File: src/rtl/multdiv_sequencer_pkg.sv
// Shared constants for the multi-cycle multiply/divide unit: ALU opcodes,
// FSM state encoding and the iteration count.
package multdiv_sequencer_pkg;

  localparam int ITER = 32;

  localparam logic [4:0] ALU_ADD = 5'b00000;
  localparam logic [4:0] ALU_SUB = 5'b00001;
  localparam logic [4:0] ALU_AND = 5'b00010;
  localparam logic [4:0] ALU_OR  = 5'b00011;
  localparam logic [4:0] ALU_SLL = 5'b00100;
  localparam logic [4:0] ALU_SRA = 5'b00101;

  typedef enum logic [2:0] {
    StIdle  = 3'd0,
    StPrepA = 3'd1,
    StPrepB = 3'd2,
    StIter  = 3'd3,
    StFix   = 3'd4,
    StDone  = 3'd5
  } state_e;

endpackage

File: src/rtl/multdiv_sequencer_alu.sv
// Combinational 32-bit ALU shared with the execute stage; the sequencer only
// uses its add/sub paths and the signed overflow flag.
module alu
  import multdiv_sequencer_pkg::*;
(
  input  logic [31:0] data_operandA,
  input  logic [31:0] data_operandB,
  input  logic [4:0]  ctrl_ALUopcode,
  input  logic [4:0]  ctrl_shiftamt,
  output logic [31:0] data_result,
  output logic        overflow
);

  always_comb begin
    data_result = '0;
    overflow    = 1'b0;
    case (ctrl_ALUopcode)
      ALU_ADD: begin
        data_result = data_operandA + data_operandB;
        overflow    = (data_operandA[31] == data_operandB[31]) &&
                      (data_result[31] != data_operandA[31]);
      end
      ALU_SUB: begin
        data_result = data_operandA - data_operandB;
        overflow    = (data_operandA[31] != data_operandB[31]) &&
                      (data_result[31] != data_operandA[31]);
      end
      ALU_AND: data_result = data_operandA & data_operandB;
      ALU_OR:  data_result = data_operandA | data_operandB;
      ALU_SLL: data_result = data_operandA << ctrl_shiftamt;
      ALU_SRA: data_result = $signed(data_operandA) >>> ctrl_shiftamt;
      default: data_result = '0;
    endcase
  end

endmodule

File: src/rtl/multdiv_sequencer.sv
// Multi-cycle signed 32-bit multiply (Booth radix-2) / divide (restoring on
// magnitudes) sequencing a single shared ALU with a start/ready handshake.
module multdiv_sequencer #(
  parameter int ITER = multdiv_sequencer_pkg::ITER
) (
  input  logic        clock,
  input  logic        reset,
  input  logic [31:0] data_operandA,
  input  logic [31:0] data_operandB,
  input  logic        ctrl_MULT,
  input  logic        ctrl_DIV,
  output logic [31:0] data_result,
  output logic        data_exception,
  output logic        data_resultRDY,
  output logic        busy
);
  import multdiv_sequencer_pkg::*;

  state_e      state_q;
  logic [64:0] p_q;
  logic [31:0] m_q, r_q, q_q, pend_res_q;
  logic [5:0]  cnt_q;
  logic        is_div_q, sign_q, pend_exc_q;

  logic [31:0] alu_a, alu_b, alu_res;
  logic [4:0]  alu_op;
  logic        alu_ovf;

  alu u_alu (
    .data_operandA  (alu_a),
    .data_operandB  (alu_b),
    .ctrl_ALUopcode (alu_op),
    .ctrl_shiftamt  (5'd0),
    .data_result    (alu_res),
    .overflow       (alu_ovf)
  );

  logic        booth_op, sign_new, borrow, last_iter;
  logic [31:0] hi_new, r_sh;
  logic [64:0] p_nxt;

  assign r_sh      = {r_q[30:0], q_q[31]};
  assign booth_op  = p_q[1] ^ p_q[0];
  assign last_iter = (cnt_q == 6'(ITER - 1));

  always_comb begin
    alu_a  = '0;
    alu_b  = '0;
    alu_op = ALU_ADD;
    case (state_q)
      StPrepA: begin alu_b = q_q; alu_op = ALU_SUB; end
      StPrepB: begin alu_b = m_q; alu_op = ALU_SUB; end
      StFix:   begin alu_b = q_q; alu_op = ALU_SUB; end
      StIter: begin
        alu_b = m_q;
        if (is_div_q) begin
          alu_a  = r_sh;
          alu_op = ALU_SUB;
        end else begin
          alu_a  = p_q[64:33];
          alu_op = (p_q[1:0] == 2'b10) ? ALU_SUB : ALU_ADD;
        end
      end
      default: ;
    endcase
  end

  // The 33rd bit of the partial sum recovers the true sign despite 32-bit overflow.
  always_comb begin
    hi_new   = booth_op ? alu_res : p_q[64:33];
    sign_new = booth_op ? (alu_res[31] ^ alu_ovf) : p_q[64];
    p_nxt    = {sign_new, hi_new, p_q[32:1]};
    borrow   = ~r_q[31] & ((~r_sh[31] & m_q[31]) |
                           (~(r_sh[31] ^ m_q[31]) & alu_res[31]));
  end

  assign busy = (state_q != StIdle);

  always_ff @(posedge clock or posedge reset) begin
    if (reset) begin
      state_q        <= StIdle;
      p_q            <= '0;
      m_q            <= '0;
      r_q            <= '0;
      q_q            <= '0;
      cnt_q          <= '0;
      is_div_q       <= 1'b0;
      sign_q         <= 1'b0;
      pend_res_q     <= '0;
      pend_exc_q     <= 1'b0;
      data_result    <= '0;
      data_exception <= 1'b0;
      data_resultRDY <= 1'b0;
    end else begin
      data_resultRDY <= 1'b0;
      case (state_q)
        StIdle: begin
          if (ctrl_MULT) begin
            m_q      <= data_operandA;
            p_q      <= {32'b0, data_operandB, 1'b0};
            cnt_q    <= '0;
            is_div_q <= 1'b0;
            state_q  <= StIter;
          end else if (ctrl_DIV) begin
            if (data_operandB == 32'd0) begin
              pend_res_q <= '0;
              pend_exc_q <= 1'b1;
              state_q    <= StDone;
            end else begin
              q_q      <= data_operandA;
              m_q      <= data_operandB;
              r_q      <= '0;
              is_div_q <= 1'b1;
              state_q  <= StPrepA;
            end
          end
        end
        StPrepA: begin
          if (q_q[31]) q_q <= alu_res;
          sign_q  <= q_q[31] ^ m_q[31];
          state_q <= StPrepB;
        end
        StPrepB: begin
          if (m_q[31]) m_q <= alu_res;
          cnt_q   <= '0;
          state_q <= StIter;
        end
        StIter: begin
          cnt_q <= cnt_q + 6'd1;
          if (is_div_q) begin
            r_q <= borrow ? r_sh : alu_res;
            q_q <= {q_q[30:0], ~borrow};
          end else begin
            p_q <= p_nxt;
            if (last_iter) begin
              pend_res_q <= p_nxt[32:1];
              pend_exc_q <= |(p_nxt[64:33] ^ {32{p_nxt[32]}});
            end
          end
          if (last_iter) state_q <= is_div_q ? StFix : StDone;
        end
        StFix: begin
          // An unsigned quotient of 2^31 only arises from -2^31 / -1.
          pend_exc_q <= ~sign_q & q_q[31];
          pend_res_q <= (~sign_q & q_q[31]) ? 32'd0 : (sign_q ? alu_res : q_q);
          state_q    <= StDone;
        end
        StDone: begin
          data_result    <= pend_res_q;
          data_exception <= pend_exc_q;
          data_resultRDY <= 1'b1;
          state_q        <= StIdle;
        end
        default: state_q <= StIdle;
      endcase
    end
  end

endmodule

File: config.mk
export PLATFORM = sky130hd
export DESIGN_NAME = multdiv_sequencer
export DESIGN_NICKNAME = d
export VERILOG_FILES = /design/src/rtl/multdiv_sequencer_pkg.sv /design/src/rtl/multdiv_sequencer_alu.sv /design/src/rtl/multdiv_sequencer.sv
export SDC_FILE = /design/constraint.sdc
export NUM_CORES = 1
export LEC_CHECK = 0
export ABC_CLOCK_PERIOD_IN_PS = 8700
export BUFFER_PORTS_ARGS = -buffer_cell sky130_fd_sc_hd__clkbuf_2
export CAP_MARGIN = 20
export CORE_ASPECT_RATIO = 1.1
export CORE_MARGIN = 5
export CORE_UTILIZATION = 45
export DETAILED_ROUTE_END_ITERATION = 6
export PLACE_DENSITY_LB_ADDON = 0.2
export RECOVER_POWER = 50
export REMOVE_ABC_BUFFERS = 1
export SYNTH_ARGS = -nofsm -noshare
export SYNTH_HDL_FRONTEND = slang
export SYNTH_SLANG_ARGS = --single-unit
File: constraint.sdc
create_clock -name clock -period 8.7 [get_ports clock]
set_input_delay 0.435 -clock clock [delete_from_list [all_inputs] [get_ports clock]]
set_output_delay 0.435 -clock clock [all_outputs]
set_load 0.02 [all_outputs]
Yosys cells after proc, flatten, opt, wreduce, memory -nomap -nowiden
Index checks and enable logic that the tools add are counted.
{ "classes": {"n_reduce_logical": 27, "n_addsub": 3, "mux": 56, "bitwise_logic": 17, "n_eq_ne": 29} }
{ "op_table": {"columns": ["cell", "n"], "rows": [
  ["two-way mux 32 bit", 24],
  ["case mux 32 bit (2 select lines)", 3],
  ["case mux 32 bit (3 select lines)", 2],
  ["case mux 32 bit (5 select lines)", 1],
  ["two-way mux 65 bit", 2],
  ["case mux 65 bit (2 select lines)", 1],
  ["adder 32 bit", 1],
  ["bitwise AND 32 bit", 1],
  ["logical NOT 32 bit", 1],
  ["bitwise OR 32 bit", 1],
  ["OR reduction 32 bit", 1],
  ["subtractor 32 bit", 1],
  ["XOR 32 bit", 1],
  ["inequality test 2 bit (second input constant)", 11],
  ["case mux 6 bit (3 select lines)", 1],
  ["case mux 3 bit (5 select lines)", 1],
  ["two-way mux 1 bit", 13],
  ["two-way mux 3 bit", 4],
  ["AND reduction 6 bit", 2],
  ["nonzero test 3 bit", 4],
  ["AND reduction 5 bit", 2],
  ["AND reduction 3 bit", 3],
  ["adder 6 x 1 -> 6 bit (second input constant)", 1],
  ["equality test 1 x 3 -> 1 bit (second input constant)", 2],
  ["other kinds (25)", 48]
]} }
{ "totals": {"wordCells": 147, "inputBits": 68, "regBits": 239, "out_inout_bits": 35} }

Logic depth before layout (Yosys ltp)
Gate-level depths: netlist of run 1.
{ "logic_depth": {"word_depth": 14, "mapped_depth": 25, "ltp_nobuf": 20} }

By module
A second synthesis of run 1 with hierarchy kept.
{ "hier_totals": {"hier_cells": 2624, "area_unflattened_um2": 21624.5} }
{ "by_module_without_submodules": {"columns": ["mod", "area_each_um2", "seq_area_each_um2", "instances", "cells_per_inst"], "rows": [
  ["multdiv_sequencer", 13107.6, 5980.7, 1, 1401],
  ["alu", 8516.9, 0.0, 1, 1223]
]} }

Least setup slack after synthesis of run 1
Ideal clock, no wire load.
{ "synth_path": {"path_type": "register -> register", "from": "register state_q[1]", "to": "register pend_exc_q", "required_ns": 8.568, "path_stages_with_launch": 26, "setup_time_ns": 0.132, "slack_ns": 3.233, "path_buffers": 5, "synth_period_minus_slack_ns": 5.467, "arrival_time_ns": 5.335, "cell_sequence": "dfrtp_1 -> clkbuf_1 -> inv_1 -> nor2_1 -> clkbuf_1 -> and2_1 -> buf_2 -> clkbuf_1 -> buf_1 -> nand2_1 -> inv_1 -> ha_1 -> inv_1 -> fa_1 -> o21bai_1 -> a211oi_1 -> o2111ai_1 -> a211oi_1 -> o31ai_1 -> nand4_1 -> and3_1 -> xnor2_1 -> o31a_1 -> or4_1 -> a221oi_1 -> a21oi_1"} }
{ "synth_via": {"elab_chain_len": 14, "word_cells_on_any_way": 45, "classes_between": "add/sub: 2; eq/ne: 18; mux: 10; bitwise: 4; reduce/logical: 11"} }
{ "synth_rtl": {"columns": ["element", "line", "source"], "rows": [
  ["start: declaration", "multdiv_sequencer.sv:19", "state_e state_q;"],
  ["start signal: assignment", "multdiv_sequencer.sv:81", "state_q <= StIdle;"],
  ["start signal: assignment", "multdiv_sequencer.sv:103", "state_q <= StIter;"],
  ["start signal: assignment", "multdiv_sequencer.sv:108", "state_q <= StDone;"],
  ["equality test 3 x 2 -> 1 bit, or another cell as far along", "multdiv_sequencer.sv:50, multdiv_sequencer.sv:96", null],
  ["OR reduction 2 bit (no source line)", null, null],
  ["case mux 32 bit (2 select lines)", "multdiv_sequencer.sv:50", "case (state_q)"],
  ["subtractor 32 bit / adder 32 bit (equally long branches)", "multdiv_sequencer_alu.sv:24, multdiv_sequencer_alu.sv:19", null],
  ["inequality test 1 bit, on equally long branches", "multdiv_sequencer_alu.sv:26, multdiv_sequencer_alu.sv:21", null],
  ["logical AND 1 bit, on equally long branches", "multdiv_sequencer_alu.sv:25, multdiv_sequencer_alu.sv:20", null],
  ["case mux 1 bit (2 select lines)", "multdiv_sequencer_alu.sv:17", "case (ctrl_ALUopcode)"],
  ["XOR 1 bit", "multdiv_sequencer.sv:71", "sign_new = booth_op ? (alu_res[31] ^ alu_ovf) : p_q[64];"],
  ["two-way mux 1 bit", "multdiv_sequencer.sv:71", null],
  ["XOR 32 bit", "multdiv_sequencer.sv:137", "pend_exc_q <= |(p_nxt[64:33] ^ {32{p_nxt[32]}});"],
  ["OR reduction 32 bit", "multdiv_sequencer.sv:137", null],
  ["two-way mux 1 bit", "multdiv_sequencer.sv:135", "if (last_iter) begin"],
  ["two-way mux 1 bit", "multdiv_sequencer.sv:130", "if (is_div_q) begin"],
  ["case mux 1 bit (3 select lines)", "multdiv_sequencer.sv:96", "case (state_q)"],
  ["end signal: assignment", "multdiv_sequencer.sv:137", null],
  ["end signal: assignment", "multdiv_sequencer.sv:144", "pend_exc_q <= ~sign_q & q_q[31];"],
  ["end: declaration", "multdiv_sequencer.sv:23", "logic is_div_q, sign_q, pend_exc_q;"]
]} }
Several ways; a longest one is shown, not always the timed one. The select of a mux whose other input is x is not followed.
A chain may end at the register's enable or synchronous reset.

Worst setup path in the final report of run 1
{ "layout_path": {"from": "register state_q[2]", "to": "register r_q[15]"} }
{ "layout_via": {"elab_chain_len": 12, "word_cells_on_any_way": 35, "classes_between": "add/sub: 2; eq/ne: 13; mux: 7; bitwise: 5; reduce/logical: 8"} }
{ "layout_rtl": {"columns": ["element", "line", "source"], "rows": [
  ["branches (longest 12 deep; another with subtractor 32 bit)", null, null],
  ["end signal: assignment", "multdiv_sequencer.sv:131", "r_q <= borrow ? r_sh : alu_res;"],
  ["end: declaration", "multdiv_sequencer.sv:21", "logic [31:0] m_q, r_q, q_q, pend_res_q;"]
]} }
Several ways; the timed one is not identified. The select of a mux whose other input is x is not followed.

==> Flow_metrics.wiki, run 1 <==
{| class="wikitable"
! Metric !! Value
|-
| Share of cells above drive strength 1 || a little under a tenth
|-
| Layout-stage area growth over the synthesis result || 10.4%
|-
| Final layout net count || 2160
|-
| Violations in the final reports || max-capacitance violations, max-slew violations
|-
| # Post-CTS Setup Buffers || 0
|-
| Data required time of the worst path || 9.06 ns
|-
| Async set-reset flop share out of synthesis || 100%
|-
| Share of synthesized area occupied by flip-flops and latches || 36.5%
|-
| Die area || 0.0403 sq mm
|-
| Critical path capture point type || register
|-
| Via count of the first global-routing pass || roughly 15k
|-
| Largest stage delay, worst path || a little over 0.8 ns
|-
| Clock skew || around 0.011 ns
|-
| Total core area || 0.0361 sq mm
|-
| Beginning of the worst register-to-register path || state_q[2]$_DFFE_PP0P_
|-
| Max stage delay cell, worst path || a21oi_2
|-
| RSZ-0062 raised after global routing || no
|-
| Most used standard cells in the synthesized netlist || nand2_1, dfrtp_1, nor2_1, o21ai_0, a21oi_1
|-
| Per-instance average area after synthesis || 8.16 sq um
|-
| Count leader, synth || nand2_1
|-
| Multi-input logic area || 0.00960 sq mm
|-
| Clock Root Buffer || clkbuf_16
|-
| Total routed wirelength || 55300 um
|-
| Type of the tightest min-delay check || input port to register
|-
| Post-place instance area || about 0.017 sq mm
|-
| Final instance area || about 0.018 sq mm
|-
| Overflow left after global routing || 0
|-
| Launch instance of the worst min-delay path || data_operandA[3]
|-
| Area contributors post-synth || dfrtp_1, mux2i_1, nand2_1, o21ai_0, ha_1
|-
| Post-cts sizing count || 0
|-
| Gate Count Post-Synth || 2006
|-
| Number of synthesized flops with an enable pin || 0
|-
| Netlist Area Pre-Place || 0.0164 sq mm
|-
| Initial antenna violation count || 0
|-
| Num CTS Buffers || 26
|-
| Largest net degree at the start of global routing || roughly 130
|-
| Via count normalized by instance count || slightly above 6
|-
| Number of pins exceeding their max-slew limit in the final report || 235
|-
| Initial detailed-routing violation count || ~1.6k
|-
| Htree depth || 1
|-
| Number of max-cap violations || 4
|-
| Type of the worst setup path || register to register
|-
| Number of fill cells || about 3.5k
|-
| Drt pass-1 iters || 6
|-
| Worst setup slack before clock tree synthesis || 2.37 ns
|-
| Status || finished, violations left
|-
| Setup slack after layout || 2.23 ns
|-
| Number of setup violations in the final report || 0
|-
| Global-route wire length before repair || 86900 um
|-
| Leading area contributor after synthesis || dfrtp_1
|-
| Post-DP HPWL || 39600 um
|-
| Maximum clock insertion buffer count || 3
|-
| Routed length per instance || 21.8 um
|-
| TritonCTS clock tree || done
|-
| Worst-path clk slew || 0.06 ns
|-
| Hold_buf cts || 0
|-
| Slew at the pin with the worst max-slew slack || around 6.0 ns
|-
| Reg2Reg Capture Point || r_q[15]$_DFFE_PP0P_
|-
| Total clock sinks || roughly 240
|-
| Prevailing post-synth register cell || dfrtp_1
|-
| Number of vias in the routed layout || 15.5k
|-
| Final period utilization || roughly three quarters
|-
| Worst path cell trace || nand2b_1 > a21oi_2 > buf_4 > a22oi_1 > ha_1 > inv_1 > a2111o_1 > o21a_1 > nor3_1 > o21ai_0 > a211oi_1 > o21a_1 > o21ai_0 > a21oi_4 > buf_4 > mux2i_1 > o21ai_0
|-
| Hold endpoint || q_q[3]$_DFFE_PP0P_
|-
| Reg-to-reg slack, setup || between 2 and 2.5 ns
|-
| Count of final hold-check violations || 0
|-
| Worst hold slack || 0.234 ns
|-
| Logic depth of the worst register-to-register path || 17
|-
| Portion of synthesized cell area occupied by the leading cell type || roughly 37%
|-
| Source-to-sink clock delay at the later pin of the worst-skew pair || 0.54 ns
|-
| Critical Path AT || 6.84 ns
|-
| Inserted Diodes || 0
|-
| Count of state elements after synthesis || 239
|-
| Remaining number of nets flagged by the antenna check after routing || 0
|-
| Sequential cell area || 0.00598 sq mm
|-
| Global Route Usage Sum || 26.8%
|-
| Weighted congestion at the end of routability-driven global placement || approximately 0.94
|-
| Highest achievable clock rate || 155 MHz
|-
| Count of input and output buffers || 102
|-
| Chip width || 192 um
|-
| Max transition margin || -304%
|-
| Library cells used by synthesis || 75
|-
| Placement Rows || 73
|-
| Kind of launch point of the worst setup path || register
|-
| Ports || a little over 100
|-
| Starting density of the core || 45.4%
|-
| Worst setup startpoint || state_q[2]$_DFFE_PP0P_
|-
| Height of the die || about 210 um
|-
| Most frequent cell on the critical path || o21ai_0
|-
| Instance count along the most critical hold path || 3
|-
| Crit Path Max Fanout || 34
|-
| Number of remaining DRC errors || 0
|-
| Yosys warning total || 0
|-
| Final min period || 6.47 ns
|}
state kept, by name (all words and copies together) (netlist names):
signal	count
p_q	65
data_result	32
m_q	32
pend_res_q	32
q_q	32
r_q	32
cnt_q	6
state_q	3
data_exception	1
data_resultRDY	1
is_div_q	1
pend_exc_q	1
sign_q	1
through the flow:
step	util (%)	std cells	TNS (ns)
2_1_floorplan	-	1860	-9.70
3_3_place_gp	47.9	2484	0
3_5_place_dp	47.9	2484	0
4_1_cts	50.3	2530	0
5_1_grt	50.1	2530	0
6_report	50.1	2530	0
cells by family (layout without fill, tap and decap cells):
kind of cell               Yosys count  in the layout  synth area share (%)
buffers and inverters              222            259                  5.22
DFF                                239            239                  36.5
and+or+nand+nor                    674            674                  17.9
muxes                              143            143                  8.86
adders and majority gates           69             69                  5.34
AOI/OAI and AO/OA                  627            627                  24.5
xor gates and xnor gates            32             32                  1.71
worst max-delay path: cells and delay by family, from the launching register on:
kind                       cells  cell delay (ns)
buffers and inverters          3             1.02
DFF                            1             0.58
muxes                          1             0.23
and+or+nand+nor                2             0.60
AOI/OAI and AO/OA             10             3.32
adders and majority gates      1             0.52
placed cells by master, fill, tap and decap left out, types with 6 or more instances in the layout:
cell type    n
xnor2_1     28
nor4_1      22
o31ai_1      9
o21bai_1     8
o22ai_1     15
inv_1       74
clkbuf_1    43
buf_4       32
nand4_1     16
clkbuf_2    68
a22oi_1     35
mux2i_1    128
nor2_1     202
o211ai_1     7
o311ai_0     8
and3_1       6
a211o_1      6
clkbuf_16   27
nor3_1      24
clkinv_2     6
dfrtp_1    237
a31oi_1     13
o21a_1      18
nand2_1    309
a21oi_1    148
or2_2        9
a211oi_1    29
ha_1        65
a22o_1      16
o221ai_1    12
nand3_1     19
nand2b_1    15
a21o_1      15
o21ai_0    199
nor2b_1     19
nor3b_1      7
a221oi_1    17
mux2_2      15
a222oi_1    15
metal layers:
layer	GRT usage [%]	wire [um]
met1	36.1	23000
met2	44.1	26300
met3	2.96	3280
met4	10.7	2620
met5	0	0
worst max path at each step:
stage / end / slack [ns] / depth (start not counted)
global placement: pend_exc_q$_DFFE_PP0P_ / 2.51 / 17
detailed placement: pend_exc_q$_DFFE_PP0P_ / 2.37 / 17
global route: r_q[27]$_DFFE_PP0P_ / 1.75 / 18
finish: r_q[15]$_DFFE_PP0P_ / 2.23 / 17
CTS: pend_exc_q$_DFFE_PP0P_ / 2.37 / 17
floorplan: r_q[0]$_DFFE_PP0P_ / -0.30 / 7
final cells by class:
cell class	instances	share of cell area, %
Multi-Input combinational cell	1545	53.1
Sequential cell	239	33.1
Clock buffer	36	4.09
Timing Repair Buffer	137	3.98
Tap cell	487	3.37
Inverter	76	1.59
Clock inverter	10	0.713
Power of run 1 is left out: the tool's default activity adds up to more than one toggle a clock period on the data nets, which glitch-free logic cannot reach.
==> run 2: changes to the inputs <==
--- a/config.mk
+++ b/config.mk
@@ -5,7 +5,7 @@
 export SDC_FILE = /design/constraint.sdc
 export NUM_CORES = 1
 export LEC_CHECK = 0
-export ABC_CLOCK_PERIOD_IN_PS = 8700
+export ABC_CLOCK_PERIOD_IN_PS = 5540
 export BUFFER_PORTS_ARGS = -buffer_cell sky130_fd_sc_hd__clkbuf_2
 export CAP_MARGIN = 20
 export CORE_ASPECT_RATIO = 1.1
==> constraint.sdc (replaced) <==
create_clock -name clock -period 5.54 [get_ports clock]
set_input_delay 0.277 -clock clock [delete_from_list [all_inputs] [get_ports clock]]
set_output_delay 0.277 -clock clock [all_outputs]
set_load 0.02 [all_outputs]
==> Flow_metrics.wiki, run 2 (same netlist as run 1, synthesis figures left out) <==
{| class="wikitable"
! Metric !! Value
|-
| Status || finished, violations left (unchanged)
|-
| Violations in the final reports || max-capacitance violations, max-slew violations (unchanged)
|-
| Filler-free cell count of the finished design || 2559 (was 2530)
|-
| Via count normalized by instance count || 6.13 (was 6.11)
|-
| Num CTS Buffers || 26 (unchanged)
|-
| Total core area || 0.0361 sq mm (unchanged)
|-
| Starting density of the core || 45.4% (unchanged)
|-
| Post-place instance area || 0.0175 sq mm (was 0.0173 sq mm)
|-
| Global-route wire length before repair || 86400 um (was 86900 um)
|-
| Total routed wirelength || 55200 um (was 55300 um)
|-
| Via count of the first global-routing pass || 15.1k (was 14.9k)
|-
| Most common cell after layout, fill and taps aside || nand2_1 (unchanged)
|-
| Data required time of the worst path || 5.95 ns (was 9.06 ns)
|-
| Number of fill cells || 3500 (was 3530)
|-
| Inserted Diodes || 0 (unchanged)
|-
| Die area || 0.0403 sq mm (unchanged)
|-
| Highest achievable clock rate || 189 MHz (was 155 MHz)
|-
| Final period utilization || 95.5% (was 74.4%)
|-
| TritonCTS clock tree || done (unchanged)
|-
| Worst-path clk slew || 0.06 ns (about the same)
|-
| Worst setup slack before clock tree synthesis || 0.329 ns (was 2.37 ns)
|-
| Final min period || 5.29 ns (was 6.47 ns)
|-
| Overflow left after global routing || 0 (unchanged)
|-
| Clock skew || 0.0175 ns (was 0.0109 ns)
|-
| Placement Rows || 73 (unchanged)
|-
| Largest net degree at the start of global routing || 145 (was 133)
|-
| Fin Setup TNS || 0 ns (unchanged)
|-
| Final instance area || 0.0184 sq mm (was 0.0181 sq mm)
|-
| Count of input and output buffers || 102 (unchanged)
|-
| Remaining number of nets flagged by the antenna check after routing || 0 (unchanged)
|-
| Crit Path Max Fanout || 25 (was 34)
|-
| Weighted congestion at the end of routability-driven global placement || 0.961 (was 0.937)
|-
| Chip width || 192 um (unchanged)
|-
| Count of final hold-check violations || 0 (unchanged)
|-
| Height of the die || 210 um (unchanged)
|-
| Critical path capture point type || register (unchanged)
|-
| Type of the tightest min-delay check || input port to register (unchanged)
|-
| Global Route Usage Sum || 26.6% (was 26.8%)
|-
| Number of max-cap violations || 3 (was 4)
|-
| Layout-stage area growth over the synthesis result || 12.4% (was 10.4%)
|-
| Source-to-sink clock delay at the later pin of the worst-skew pair || 0.55 ns (was 0.54 ns)
|-
| Number of placed instances, taps included || 2510 (was 2484)
|-
| Routed length per instance || 21.6 um (was 21.8 um)
|-
| Critical Path AT || 5.70 ns (was 6.84 ns)
|-
| Type of the worst setup path || register to register (unchanged)
|-
| Most flop-heavy register || p_q (unchanged)
|-
| Number of setup violations in the final report || 0 (unchanged)
|-
| Kind of launch point of the worst setup path || register (unchanged)
|-
| Setup slack after layout || 0.251 ns (was 2.23 ns)
|-
| Number of pins exceeding their max-slew limit in the final report || 167 (was 235)
|-
| Ports || 103 (unchanged)
|-
| Drt pass-1 iters || 6 (unchanged)
|-
| Number of remaining DRC errors || 0 (unchanged)
|-
| Number of vias in the routed layout || 15.7k (was 15.5k)
|-
| # Post-CTS Setup Buffers || 0 (unchanged)
|-
| Post-DP HPWL || 40200 um (was 39600 um)
|-
| Maximum clock insertion buffer count || 3 (unchanged)
|-
| Htree depth || 1 (unchanged)
|-
| Clock Root Buffer || clkbuf_16 (unchanged)
|-
| RSZ-0062 raised after global routing || no (unchanged)
|-
| Total clock sinks || 239 (unchanged)
|-
| Commonest non-fill, non-tap cells in the layout || nand2_1, dfrtp_1, nor2_1 (unchanged)
|-
| Final layout net count || 2188 (was 2160)
|-
| Multi-input logic area || 0.00963 sq mm (was 0.00960 sq mm)
|-
| Max transition margin || -153% (was -304%)
|-
| Slew at the pin with the worst max-slew slack || 3.79 ns (was 6.02 ns)
|-
| Initial antenna violation count || 0 (unchanged)
|-
| Initial detailed-routing violation count || 1561 (was 1638)
|-
| Max reg flops || 65 (unchanged)
|-
| Sequential cell area || 0.00598 sq mm (unchanged)
|-
| Share of cells above drive strength 1 || 10.7% (was 9.20%)
|}
==> run 2: cell count changes in the layout (fill, tap and decap cells not counted), moves of 2 or more <==
| cell | previous run | this run |
|---|---|---|
| clkinv_2 | 6 | 4 |
| clkinvlp_4 | 0 | 3 |
| clkbuf_1 | 43 | 39 |
| a211oi_2 | 0 | 2 |
| clkbuf_8 | 3 | 5 |
| a211oi_1 | 29 | 27 |
| buf_12 | 0 | 2 |
| buf_4 | 32 | 55 |
==> run 2: worst paths after layout <==
check	from	endpoint	slack (ns)	depth (start not counted)
max	state_q[0]$_DFFE_PP0P_	pend_exc_q$_DFFE_PP0P_	0.25	17
min reg2reg	pend_res_q[7]$_DFFE_PP0P_	data_result[7]$_DFFE_PP0P_	0.46	2
min in group asynchronous	reset	data_result[22]$_DFFE_PP0P_	1.67	3
max in group asynchronous	reset	r_q[8]$_DFFE_PP0P_	1.11	4
max reg2reg	state_q[0]$_DFFE_PP0P_	pend_exc_q$_DFFE_PP0P_	0.25	17
min	data_operandA[3]	q_q[3]$_DFFE_PP0P_	0.05	3
==> run 2: area by class of cell <==
cell class	count	share of cell area [%]
clock buffers	33	3.95
inverters	76	1.55
flip-flops and latches	239	32.5
well taps	487	3.31
repair buffers	165	5.33
multi-input cells	1545	52.4
clock inverters	14	0.952
==> run 2: stage by stage <==
stage | utilization (%) | hold WS, ns
detailed placement | 48.5 | 0.452
floorplan | - | 0.362
CTS | 51.1 | 0.0345
global route | 51.0 | 0.0756
global placement | 48.5 | 0.448
finish | 51.0 | 0.0522
==> run 2: critical path, cell delays in order, from the launching register on <==
cell,delay (ns)
dfrtp_1,0.48
nand2b_1,0.20
a21oi_2,0.19
buf_4,0.35
a22oi_1,0.15
ha_1,0.43
inv_1,0.09
a2111o_1,0.36
o21a_1,0.28
nor3_1,0.46
o21ai_0,0.28
a211oi_2,0.36
o21a_1,0.20
or2_2,0.17
o21ai_0,0.12
or4_1,0.55
a221oi_1,0.33
a21oi_1,0.11
==> run 2: what timing repair did <==
| action | CTS | global route |
|---|---|---|
| endpoints found under the hold margin | 95 | 0 |
| hold buffers | 1 | 0 |
| gates resized for setup | 0 | 4 |
| endpoints found under the setup margin | 0 | 1 |
==> run 2: metal layers <==
metal  vias to the layer above  wire (um)  track usage (%)
met3                       143       3280             3.41
li1                       7294          -                -
met1                      7602      23100             35.1
met4                         0       2800             11.1
met2                       639      26000             44.2
met5                         -          0                0
Power of run 2 is left out for the same reason.
